**config.mk**
```make
export PLATFORM = sky130hd
export DESIGN_NAME = mem_dump_tx_flat
export DESIGN_NICKNAME = d
export VERILOG_FILES = /design/src/rtl/mem_dump_tx_if.sv /design/src/rtl/mem_dump_tx.sv /design/src/flat_wrapper.sv
export SDC_FILE = /design/constraint.sdc
export NUM_CORES = 1
export LEC_CHECK = 0
export BUFFER_PORTS_ARGS = -buffer_cell sky130_fd_sc_hd__clkbuf_2
export CORE_MARGIN = 2
export CORE_UTILIZATION = 40
export DETAILED_ROUTE_END_ITERATION = 10
export GPL_ROUTABILITY_DRIVEN = 0
export PLACE_DENSITY = 0.64
export SYNTH_ARGS = -nofsm -noshare
export SYNTH_HDL_FRONTEND = slang
export SYNTH_SLANG_ARGS = --single-unit
export TNS_END_PERCENT = 30
```
**constraint.sdc**
```tcl
create_clock -name clk -period 2.95 [get_ports clk]
set_input_delay 0.295 -clock clk [delete_from_list [all_inputs] [get_ports clk]]
set_output_delay 0.295 -clock clk [all_outputs]
set_load 0.005 [all_outputs]
```
**src/rtl/mem_dump_tx_if.sv**
```systemverilog
// Memory port-b read bus and UART byte-stream handshake used by mem_dump_tx.
// The master side is the streamer. The slave side is the memory plus the UART transmitter.
interface mem_dump_tx_if #(
    parameter int ADDR_WIDTH = 16
);
    logic                  mem_en;
    logic [ADDR_WIDTH-1:0] mem_addr;
    logic [31:0]           mem_dr;
    logic [7:0]            tx_data;
    logic                  tx_stb;
    logic                  tx_ack;

    modport master (
        output mem_en, mem_addr, tx_data, tx_stb,
        input  mem_dr, tx_ack
    );

    modport slave (
        input  mem_en, mem_addr, tx_data, tx_stb,
        output mem_dr, tx_ack
    );
endinterface

```
**src/rtl/mem_dump_tx.sv**
```systemverilog
// Streams a range of 32-bit words from image memory port b to the UART as bytes.
// Each word is read once, latched into a shift register, and sent as four bytes.
module mem_dump_tx #(
    parameter int ADDR_WIDTH = 16,
    parameter bit LSB_FIRST  = 1'b1
) (
    input  logic                clk,
    input  logic                rst_n,
    input  logic                start,
    input  logic [ADDR_WIDTH-1:0] base_addr,
    input  logic [ADDR_WIDTH:0]   word_count,
    output logic                busy,
    output logic                done,
    mem_dump_tx_if.master       bus
);

    typedef enum logic [2:0] {IDLE, READ, WAIT, SEND, DONE} state_t;

    state_t                state, state_nxt;
    logic [ADDR_WIDTH-1:0] addr;
    logic [ADDR_WIDTH:0]   remaining;
    logic [31:0]           shreg;
    logic [1:0]            idx;
    logic                  hs;

    assign hs = (state == SEND) && bus.tx_ack;

    always_ff @(posedge clk or negedge rst_n) begin
        if (!rst_n) state <= IDLE;
        else        state <= state_nxt;
    end

    // NOTE: every output gets a default before the case so no path leaves one unassigned (no latches).
    always_comb begin
        state_nxt  = state;
        busy       = 1'b0;
        done       = 1'b0;
        bus.mem_en = 1'b0;
        bus.tx_stb = 1'b0;
        case (state)
            IDLE: if (start) state_nxt = (word_count != '0) ? READ : DONE;
            READ: begin
                busy       = 1'b1;
                bus.mem_en = 1'b1;
                state_nxt  = WAIT;
            end
            WAIT: begin
                busy      = 1'b1;
                state_nxt = SEND;
            end
            SEND: begin
                busy       = 1'b1;
                bus.tx_stb = 1'b1;
                if (hs && idx == 2'd3) state_nxt = (remaining != '0) ? READ : DONE;
            end
            DONE: begin
                done      = 1'b1;
                state_nxt = IDLE;
            end
            default: state_nxt = IDLE;
        endcase
    end

    // NOTE: sequential state uses non-blocking assignments so all registers update together at the edge.
    always_ff @(posedge clk or negedge rst_n) begin
        if (!rst_n) begin
            addr      <= '0;
            remaining <= '0;
            shreg     <= '0;
            idx       <= '0;
        end else begin
            case (state)
                IDLE: if (start) begin
                    addr      <= base_addr;
                    remaining <= word_count;
                end
                WAIT: begin
                    shreg     <= bus.mem_dr;
                    idx       <= '0;
                    addr      <= addr + 1'b1;
                    remaining <= remaining - 1'b1;
                end
                SEND: if (hs) begin
                    shreg <= LSB_FIRST ? {8'h00, shreg[31:8]} : {shreg[23:0], 8'h00};
                    idx   <= idx + 1'b1;
                end
                default: ;
            endcase
        end
    end

    // Drained bytes shift in zeros, so tx_data idles at 0 between words.
    assign bus.mem_addr = addr;
    assign bus.tx_data  = LSB_FIRST ? shreg[7:0] : shreg[31:24];

endmodule

```
**src/flat_wrapper.sv**
```systemverilog
// flat-port wrapper written by rule: the top's interface ports become plain ports
module mem_dump_tx_flat 
#(
    parameter int ADDR_WIDTH = 16,
    parameter bit LSB_FIRST  = 1'b1
)
  (clk, rst_n, start, base_addr, word_count, busy, done, bus_mem_en, bus_mem_addr, bus_tx_data, bus_tx_stb, bus_mem_dr, bus_tx_ack);
  mem_dump_tx_if #(.ADDR_WIDTH(ADDR_WIDTH)) bus_i ();
  input  logic clk;
  input  logic rst_n;
  input  logic start;
  input  logic [ADDR_WIDTH-1:0] base_addr;
  input  logic [ADDR_WIDTH:0] word_count;
  output logic busy;
  output logic done;
  output wire logic [$bits(bus_i.mem_en)-1:0] bus_mem_en;
  output wire logic [$bits(bus_i.mem_addr)-1:0] bus_mem_addr;
  output wire logic [$bits(bus_i.tx_data)-1:0] bus_tx_data;
  output wire logic [$bits(bus_i.tx_stb)-1:0] bus_tx_stb;
  input wire logic [$bits(bus_i.mem_dr)-1:0] bus_mem_dr;
  input wire logic [$bits(bus_i.tx_ack)-1:0] bus_tx_ack;
  assign bus_mem_en = bus_i.mem_en;
  assign bus_mem_addr = bus_i.mem_addr;
  assign bus_tx_data = bus_i.tx_data;
  assign bus_tx_stb = bus_i.tx_stb;
  assign bus_i.mem_dr = bus_mem_dr;
  assign bus_i.tx_ack = bus_tx_ack;
  mem_dump_tx #(.ADDR_WIDTH(ADDR_WIDTH), .LSB_FIRST(LSB_FIRST)) u_core (.clk(clk), .rst_n(rst_n), .start(start), .base_addr(base_addr), .word_count(word_count), .busy(busy), .done(done), .bus(bus_i));
endmodule
```
==> summary.txt, run 1 <==
Logic synthesis
  – Synth Area in Compound Gates: between 10% and 20%
  – Flops & latches, synth: 70
  – Top post-synthesis cells by count: dfrtp_1 (70), nand2_1 (56), o21ai_0 (32)
  – Seq/Total Area, Yosys: 47.6%
  – Post-synthesis simple-gate area fraction: 22.3%
  – Proportion of netlist area held by the largest area contributor: 47.6%
  – Post-synthesis mux area share: 7.10%
  – Count leader, synth: dfrtp_1
  – Synth Cell Area: 3680 sq um
  – Post-Synth Adder-Cell Area: under 10%
  – Cells after Synth: 381
  – Xor/xnor cell area share of the yosys netlist: 0%
  – YS warnings: 0
  – Leading area contributor after synthesis: dfrtp_1
  – Synthesized area per cell: 9.67 sq um
  – Syn nets: 454
  – Cell variety after synth: 51
  – Ys flop type: dfrtp_1
  – Synth async-reset ratio: between 90% and 100%
  – Top cells by area, synth: dfrtp_1 (48%), mux2i_1 (6.8%), nand2_1 (5.7%), o21ai_0 (4.3%), nand3_1 (2.7%)
  – Post-synth EDFFs: 0
  – Largest family of logic cells by synthesized area: simple AND/OR/NAND/NOR gates

Global route
  – Gr usage total: 18.9%
  – First-pass GRT wire length: 15000 um
  – Number of global-route vias before repair: around 3.2k
  – Largest net degree at the start of global routing: 39
  – Total grt overflow: 0
  – Initial antenna violation count: 0

Floorplanning
  – CORE AREA: 9060 sq um
  – Die Y: 100 um
  – Io pins: 97
  – Starting density of the core: 40.6%
  – Row count: 35
  – DIE WIDTH: 100 um
  – Full die area: 9990 sq um

Place
  – IO Port Bufs: 96
  – Setup WS pre-CTS: 0.736 ns
  – Post-DP HPWL: 6420 um
  – Placed insts: 565
  – Dpl cell area: 4230 sq um

Cells and area
  – Layout Nets: 538
  – Core Util, Final: between 40% and 50%
  – Final cell area excluding filler cells: 4410 sq um
  – Layout cell share with drive strength beyond 1: 28.9%
  – Layout area overhead: 19.6%
  – Non-filler instance count after layout: 581
  – N_diodes: 0

Timing
  – Fin Setup TNS: 0 ns
  – Final setup fails: 0
  – Final number of hold-violating endpoints: 0
  – Worst slew pin tran: 0.823 ns
  – Max Clock Skew: 0.0117 ns
  – RSZ-0062 raised after global routing: false
  – Fin crit period: roughly 2.2 ns
  – Max Transition Viols Final: 0
  – Final Cycle Share: 76.2%
  – Rel. slew slack: 45.2%
  – PnR worst setup slack: 0.702 ns
  – Max Clock Freq: 445 MHz

Setup path
  – CP max stage delay: 0.61 ns
  – CP top delay family: flip-flops
  – Flop-to-flop setup slack: ~0.73 ns
  – R2r endpoint: u_core.bus.mem_addr[9]
  – Critical path class: flip-flop to primary output
  – Req. time, crit path: 2.65 ns
  – Critical path startpoint category: flip-flop
  – Critical path arrival: between 1.5 and 2 ns
  – Slowest-stage cell, CP: dfrtp_1
  – WP depth: 5
  – Worst r2r src: u_core.state[0]
  – Worst Setup End Kind: primary output
  – CP Cell Sequence: nor2b_1 > nand2_1 > buf_4 > inv_1 > clkbuf_2
  – Reg2Reg Depth: 4
  – Worst-path fanout max: 25
  – Crit path buffers/inverters: 3

Pwr
  – Sw Ratio: 38.5%
  – PD cells: 796 nW/um^2
  – Peak supply drop: 0.414 mV
  – Clk pwr share: 20.3%
  – Combinational fraction of design power: 32.8%
  – Net load switching power: 0.00135 W
  – Int Pwr: 0.00216 W
  – Pleak: roughly 1.9 nW
  – Share of power burned in registers: a little under half

Clock tree
  – Clock slew at reported path FFs: ~0.08 ns
  – Post-cts resize count: 0
  – H-Tree Depth: 3
  – Clk sink count: 70
  – Clk_lat worst skew: 0.36 ns
  – CTS root buf: clkbuf_8
  – CTS max path bufs: 2
  – Cts bufs inserted: 9
  – Cts hold-fix bufs: 0
  – Post-CTS Setup Bufs: 0
  – CTS tree: built

Drt
  – Vias: 3292
  – Met3 wire len: 497 um
  – # DRC: 0
  – WL/cell: 15.6 um
  – Pre-Repair DR Iteration Count: 4
  – Met1 WL: 4140 um
  – Post-Route WL: ~9100 um
  – DRT iter0 DRCs: 161
  – Drt via density: 5.67
  – Post-route ant nets: 0
  – DR top layer: met4
  – Routed wl met2: approximately 4300 um

Worst hold path
  – Hold/Removal Path Class: input port to asynchronous set/reset pin

Run status
  – Status: finished, final reports clean

Run
  – Max cap viols: 0
worst reg2reg max path, delay by kind of cell, from the launching register on:
kind	cells	cell delay (ns)
and+or+nand+nor	2	1.27
DFF	1	0.56
AOI/OAI and AO/OA	2	0.32
cells in the final DEF, fill, tap and decap left out, types with 3 or more instances in the layout:
master    count
and4_1        3
or3_2         5
nand3_1      20
a22oi_1       3
clkinv_4      3
nor3_1        8
nand4_1       4
o311ai_0      7
or4_1         3
buf_4         6
o21ai_0      31
nand2_1      56
a21oi_1       4
a211oi_1      7
o211ai_1      9
and3_1        4
a311oi_1      8
clkbuf_2     95
ha_1          4
nor4_1        9
dfrtp_1      70
a22o_1        9
mux2i_1      25
a32oi_1       3
clkbuf_8      9
nor2_1       21
inv_1         7
area by class of cell:
class | count | area [sq um]
fill | 865 | 4660
multi-input combinational | 275 | 1780
sequential | 70 | 1750
timing repair buffer | 102 | 526
tap | 111 | 139
clock buffer | 9 | 124
clock inverter | 7 | 56.3
inverter | 7 | 26.3
worst max-delay path by stage:
stage | from | endpoint | slack, ns
floorplan | u_core.remaining[8] | u_core.remaining[16] | 1.12
global placement | u_core.state[0] | u_core.bus.mem_addr[9] | 0.76
detailed placement | u_core.state[0] | u_core.bus.mem_addr[9] | 0.74
CTS | u_core.state[1] | bus_tx_stb | 0.68
global route | u_core.state[0] | u_core.bus.mem_addr[9] | 0.55
finish | u_core.state[1] | bus_tx_stb | 0.70
cells by family after synthesis:
group	Yosys count
AND/OR/NAND/NOR	154
AO/OA/AOI/OAI	91
flip-flops	70
buffers and inverters	36
multiplexers	26
adder cells (fa/ha/maj)	4
metrics by stage:
stage,hold WS [ns],power [W]
floorplan,-0.000591,0.00242
global placement,0.443,0.00277
detailed placement,0.446,0.00282
CTS,0.0565,0.00353
global route,0.0839,0.00379
finish,0.0291,0.00351
routing by layer:
| metal | track usage, % | vias up |
|---|---|---|
| met1 | 24.9 | 1584 |
| met2 | 30.1 | 95 |
| met4 | 8.01 | 0 |
| met5 | 0 | - |
| li1 | - | 1596 |
| met3 | 4.04 | 17 |
sequential cells by signal (all words and copies together) (netlist names):
name	count
u_core.state	3
u_core.bus.mem_addr	16
u_core.idx	2
u_core.shreg	32
u_core.remaining	17
power by group through the flow:
| stage | Sequential, W | Combinational [W] | Clock [W] |
|---|---|---|---|
| after floorplan | 0.00156 | 0.000854 | 0 |
| after global placement | 0.00164 | 0.00113 | 0 |
| after detailed placement | 0.00165 | 0.00117 | 0 |
| after CTS | 0.00164 | 0.00117 | 0.000727 |
| after global routing | 0.00170 | 0.00131 | 0.000775 |
| final | 0.00165 | 0.00115 | 0.000710 |
No activity file was read; power rests on OpenSTA's default activity.
==> run 2, diff against run 1 <==
--- a/config.mk
+++ b/config.mk
@@ -10,7 +10,7 @@
 export CORE_UTILIZATION = 40
 export DETAILED_ROUTE_END_ITERATION = 10
 export GPL_ROUTABILITY_DRIVEN = 0
-export PLACE_DENSITY = 0.64
+export PLACE_DENSITY = 0.67
 export SYNTH_ARGS = -nofsm -noshare
 export SYNTH_HDL_FRONTEND = slang
 export SYNTH_SLANG_ARGS = --single-unit
==> constraint.sdc (replaced) <==
create_clock -name clk -period 1.93 [get_ports clk]
set_input_delay 0.193 -clock clk [delete_from_list [all_inputs] [get_ports clk]]
set_output_delay 0.193 -clock clk [all_outputs]
set_load 0.005 [all_outputs]
==> run 2 against run 1 <==
Net effect: non-clock buffer count is 20 higher; global-route usage increased by 0.86 points; worst hold slack gained 0.015 ns; largest cell class unchanged; sequential cell count did not move; clock skew rose by 0.0021 ns; largest power group unchanged.
==> summary.txt, run 2 (synthesis results as in run 1) <==
Run status
  – Status: finished, final reports clean

Place
  – Setup WS pre-CTS: -0.0453 ns
  – Post-DP HPWL: 6510 um
  – IO Port Bufs: 96
  – Placed insts: 584
  – Dpl cell area: 4390 sq um

Timing
  – RSZ-0062 raised after global routing: true
  – PnR worst setup slack: 0.0560 ns
  – Hold Slack: 0.0440 ns
  – Fin Setup TNS: 0 ns
  – Rel. slew slack: 50.8%
  – Max Clock Skew: 0.0138 ns
  – Max Transition Viols Final: 0
  – Fin crit period: 1.87 ns
  – Final Cycle Share: 97.1%
  – Max Clock Freq: 534 MHz
  – Worst slew pin tran: about 0.73 ns
  – Final number of hold-violating endpoints: 0
  – Final setup fails: 0

Drt
  – DRT iter0 DRCs: 154
  – # DRC: 0
  – Post-Route WL: ~9500 um
  – Vias: 3348
  – Pre-Repair DR Iteration Count: 4
  – WL/cell: 15.8 um
  – Drt via density: between 5 and 6
  – Post-route ant nets: 0

Cells and area
  – Most frequent cells in the layout: clkbuf_2 (95), dfrtp_1 (70), nand2_1 (56), o21ai_0 (31), mux2i_1 (25)
  – Final cell area excluding filler cells: between 4000 and 5000 sq um
  – Layout cell share with drive strength beyond 1: 32.2%
  – N_diodes: 0
  – Layout area overhead: 25.8%
  – Filler Cell Count: 855
  – Largest Register: u_core.shreg
  – Layout Nets: about 560
  – Max reg flops: 32
  – Non-filler instance count after layout: 602
  – Most common cell after layout, fill and taps aside: clkbuf_2

Setup path
  – Critical path startpoint category: flip-flop
  – Worst Setup End Kind: flip-flop
  – Req. time, crit path: 2.21 ns
  – Worst-path fanout max: 6
  – Critical path arrival: 2.15 ns
  – Critical path class: flip-flop to flip-flop

Worst hold path
  – Hold/Removal Path Class: input port to flip-flop

Floorplanning
  – Die Y: 100 um
  – DIE WIDTH: approximately 100 um
  – Starting density of the core: 40.6%
  – Io pins: 97
  – Row count: 35
  – CORE AREA: 9060 sq um
  – Full die area: 9990 sq um

Run
  – Max cap viols: 0

Clock tree
  – CTS max path bufs: 2
  – Clk_lat worst skew: 0.35 ns
  – Clk sink count: 70
  – CTS tree: built
  – CTS root buf: clkbuf_8
  – Clock slew at reported path FFs: 0.09 ns
  – Post-CTS Setup Bufs: 0
  – H-Tree Depth: 3
  – Cts bufs inserted: 9

Global route
  – Largest net degree at the start of global routing: roughly 70
  – Number of global-route vias before repair: 3187
  – First-pass GRT wire length: 15700 um
  – Initial antenna violation count: 0
  – Gr usage total: approximately a fifth
  – Total grt overflow: 0

Pwr
  – Pleak: approximately 2.0 nW
  – PD cells: between 1000 and 1500 nW/um^2
  – Peak supply drop: around 0.53 mV
-- run 2: repair_timing --
item,in CTS,in global routing
pin swaps,1,0
gates cloned,1,0
hold buffers,1,0
setup endpoints to repair,16,32
gates resized for setup,0,7
hold endpoints to repair,70,0
-- run 2: metrics by stage --
stage / util [%] / total power (W)
4_1_cts: 50.9 / 0.00571
6_report: 51.1 / 0.00568
3_3_place_gp: 48.5 / 0.00434
2_1_floorplan: - / 0.00369
5_1_grt: 51.1 / 0.00611
3_5_place_dp: 48.5 / 0.00442
-- run 2: power breakdown --
group          switching, W  leakage [nW]  internal, W  total, W
sequential         0.000464         0.846      0.00197   0.00244
clock              0.000629        0.0968     0.000612   0.00124
combinational       0.00104          1.09     0.000960   0.00200
total               0.00214          2.03      0.00355   0.00568
-- run 2: per-layer routing --
metal | routed length [um] | share of wire [%] | up-vias | global-route usage (%)
met5 | 0 | 0 | - | 0
met4 | 117 | 1.2 | 0 | 7.17
met3 | 651 | 6.8 | 11 | 5.29
met2 | 4350 | 46 | 108 | 29.6
met1 | 4410 | 46 | 1590 | 27.5
li1 | - | - | 1639 | -
-- run 2: layout make-up --
cell class                 instances  area (sq um)  area share (%)
sequential                        70          1750            37.8
tap                              111           139            3.00
multi-input combinational        276          1810            39.0
inverter                           7          26.3           0.567
timing repair buffer             122           707            15.2
clock inverter                     7          80.1            1.73
clock buffer                       9           124            2.67
-- run 2: path summary, 6_finish.rpt --
kind                                 startpoint                     end  slack [ns]  cells after the start
max in group asynchronous                 rst_n    u_core.remaining[16]        1.22                      3
max reg2reg                u_core.remaining[11]    u_core.remaining[16]        0.06                      4
max                        u_core.remaining[11]    u_core.remaining[16]        0.06                      4
min                                base_addr[5]  u_core.bus.mem_addr[5]        0.04                      3
min in group asynchronous                 rst_n        u_core.shreg[13]        0.39                      3
min reg2reg                     u_core.shreg[3]         u_core.shreg[3]        0.49                      2
-- run 2: worst max-delay path: stages, from the launching register on --
cell and delay [ns]:
dfrtp_1 0.41, or3_1 0.43, or3_4 0.39, or4_1 0.48, nand3_1 0.09
==> run 3, diff against run 2 <==
--- a/config.mk
+++ b/config.mk
@@ -7,10 +7,11 @@
 export LEC_CHECK = 0
 export BUFFER_PORTS_ARGS = -buffer_cell sky130_fd_sc_hd__clkbuf_2
 export CORE_MARGIN = 2
-export CORE_UTILIZATION = 40
+export CORE_UTILIZATION = 30
 export DETAILED_ROUTE_END_ITERATION = 10
 export GPL_ROUTABILITY_DRIVEN = 0
-export PLACE_DENSITY = 0.67
+export PLACE_DENSITY = 0.53
+export SETUP_SLACK_MARGIN = 0.3
 export SYNTH_ARGS = -nofsm -noshare
 export SYNTH_HDL_FRONTEND = slang
 export SYNTH_SLANG_ARGS = --single-unit
==> run 3 against run 2 <==
Net effect: worst hold slack gained 0.019 ns; sequential share of layout area down 4.7 points; routed wire length is 14% higher; register-to-register slack improved by 0.06 ns; via count is 4.7% higher; highest routed layer unchanged; largest power group unchanged; critical path type unchanged; sequential cell count stayed put.
==> summary.txt, run 3 (synthesis results as in run 1) <==
Clock tree
  – CTS max path bufs: 2
  – Cts bufs inserted: 9
  – CTS tree: built
  – CTS root buf: clkbuf_16
  – H-Tree Depth: 3
  – Clk_lat worst skew: 0.35 ns
  – Clk sink count: 70
  – Clock slew at reported path FFs: 0.06 ns

Global route
  – Gr busiest metal: met2
  – Initial antenna violation count: 0
  – M2 GR Usage: 27.9%
  – Gr usage total: between 15 and 20%
  – Number of global-route vias before repair: 3444
  – Largest net degree at the start of global routing: 71
  – Total grt overflow: 0
  – Met1 Track Usage GR: 20.4%
  – First-pass GRT wire length: 17000 um
  – Met3 usage: 5.69%

Cells and area
  – Most frequent cells in the layout: clkbuf_2 (94), dfrtp_1 (67), nand2_1 (53), buf_4 (40), o21ai_0 (30)
  – Largest Register: u_core.shreg
  – Most common cell after layout, fill and taps aside: clkbuf_2
  – Filler Cell Count: 1185
  – Max reg flops: 32
  – N_diodes: 0
  – Layout area overhead: 43.9%
  – Layout cell share with drive strength beyond 1: 41.2%
  – Layout Nets: just under 600

Pwr
  – Pleak: 2.39 nW
  – PD cells: 1260 nW/um^2
  – Peak supply drop: 0.613 mV
  – Sw Ratio: a little over a third
  – Combinational fraction of design power: between 30% and 40%
  – Share of power burned in registers: about 38%
  – Int Pwr: 0.00435 W
  – Final Power: 0.00666 W
  – Clk pwr share: 26.6%
  – Net load switching power: 0.00232 W

Timing
  – Max Clock Freq: 550 MHz
  – Worst slew pin tran: 0.478 ns
  – Final number of hold-violating endpoints: 0
  – Hold Slack: 0.0626 ns
  – Max Transition Viols Final: 0
  – PnR worst setup slack: 0.112 ns
  – Final Cycle Share: 94.2%
  – RSZ-0062 raised after global routing: true
  – Fin crit period: approximately 1.8 ns
  – Max Clock Skew: 0.00556 ns
  – Rel. slew slack: 67.8%
  – Fin Setup TNS: 0 ns
  – Final setup fails: 0

Drt
  – Vias: 3507
  – # DRC: 0
  – DRT iter0 DRCs: approximately 190
  – WL/cell: between 15 and 20 um
  – Post-route ant nets: 0
  – Drt via density: 5.23
  – Post-Route WL: 10900 um
  – Pre-Repair DR Iteration Count: 4

Place
  – Setup WS pre-CTS: 0.0750 ns
  – IO Port Bufs: 96
  – Post-DP HPWL: 7100 um

Floorplanning
  – Row count: 40
  – Full die area: ~13000 sq um
  – Io pins: 97
  – Starting density of the core: a little under a third
  – DIE WIDTH: 115 um
  – Die Y: 115 um
  – CORE AREA: around 12000 sq um

Setup path
  – Worst-path fanout max: 6
  – Req. time, crit path: approximately 2.2 ns
  – Critical path startpoint category: flip-flop
  – Worst Setup End Kind: flip-flop
  – Critical path arrival: 2.10 ns
  – Critical path class: flip-flop to flip-flop
  – Reg2Reg Depth: 4

Run status
  – Status: finished, final reports clean

Run
  – Max cap viols: 0

Worst hold path
  – Hold path depth: 3
  – Hold/Removal Path Class: input port to flip-flop
-- run 3: worst max-delay path: stages (launching register included) --
cell     delay [ns]
dfrtp_1        0.43
or3_4          0.41
or3_4          0.37
or3_2          0.47
nand3_2        0.07
-- run 3: per-stage QoR --
step	instances	instance area [sq um]	util (%)
floorplan	381	3710	-
global placement	616	4440	36.9
detailed placement	616	4440	36.9
CTS	646	4950	41.3
global route	671	5300	44.1
finish	671	5300	44.1
-- run 3: metal layers --
| metal | wire [um] | up-vias |
|---|---|---|
| li1 | - | 1704 |
| met4 | 221 | 0 |
| met1 | 4850 | 1690 |
| met5 | 0 | - |
| met3 | 601 | 17 |
| met2 | 5180 | 96 |
-- run 3: final timing paths --
check | start | end | slack [ns]
max in group asynchronous | rst_n | u_core.state[1] | 1.19
worst min register to register | u_core.shreg[0] | u_core.shreg[0] | 0.48
min in group asynchronous | rst_n | u_core.shreg[7] | 0.41
worst min-delay path | base_addr[12] | u_core.bus.mem_addr[12] | 0.06
worst max-delay path | u_core.remaining[12] | u_core.remaining[15] | 0.11
worst max register to register | u_core.remaining[12] | u_core.remaining[15] | 0.11
-- run 3: area by class of cell --
class	instances	area (sq um)	share of cell area, %
Clock buffer	12	267	5.03
Clock inverter	4	52.6	0.992
Inverter	7	31.3	0.590
Tap cell	147	184	3.47
Timing Repair Buffer	156	1080	20.4
Multi-Input combinational cell	275	1930	36.4
Sequential cell	70	1760	33.1
-- run 3: what timing repair did --
action | CTS | global route
hold buffers | 1 | 0
setup endpoints to repair | 65 | 62
resized for setup | 18 | 38
gates cloned | 1 | 2
pin swaps | 6 | 9
buffers inserted | 12 | 23
hold endpoints to repair | 70 | 0
-- run 3: power groups by stage --
stage	Clock, W	Sequential (W)	Combinational [W]
2_1_floorplan	0	0.00239	0.00132
3_3_place_gp	0	0.00250	0.00191
3_5_place_dp	0	0.00251	0.00196
4_1_cts	0.00181	0.00248	0.00216
5_1_grt	0.00188	0.00259	0.00266
6_report	0.00177	0.00250	0.00239
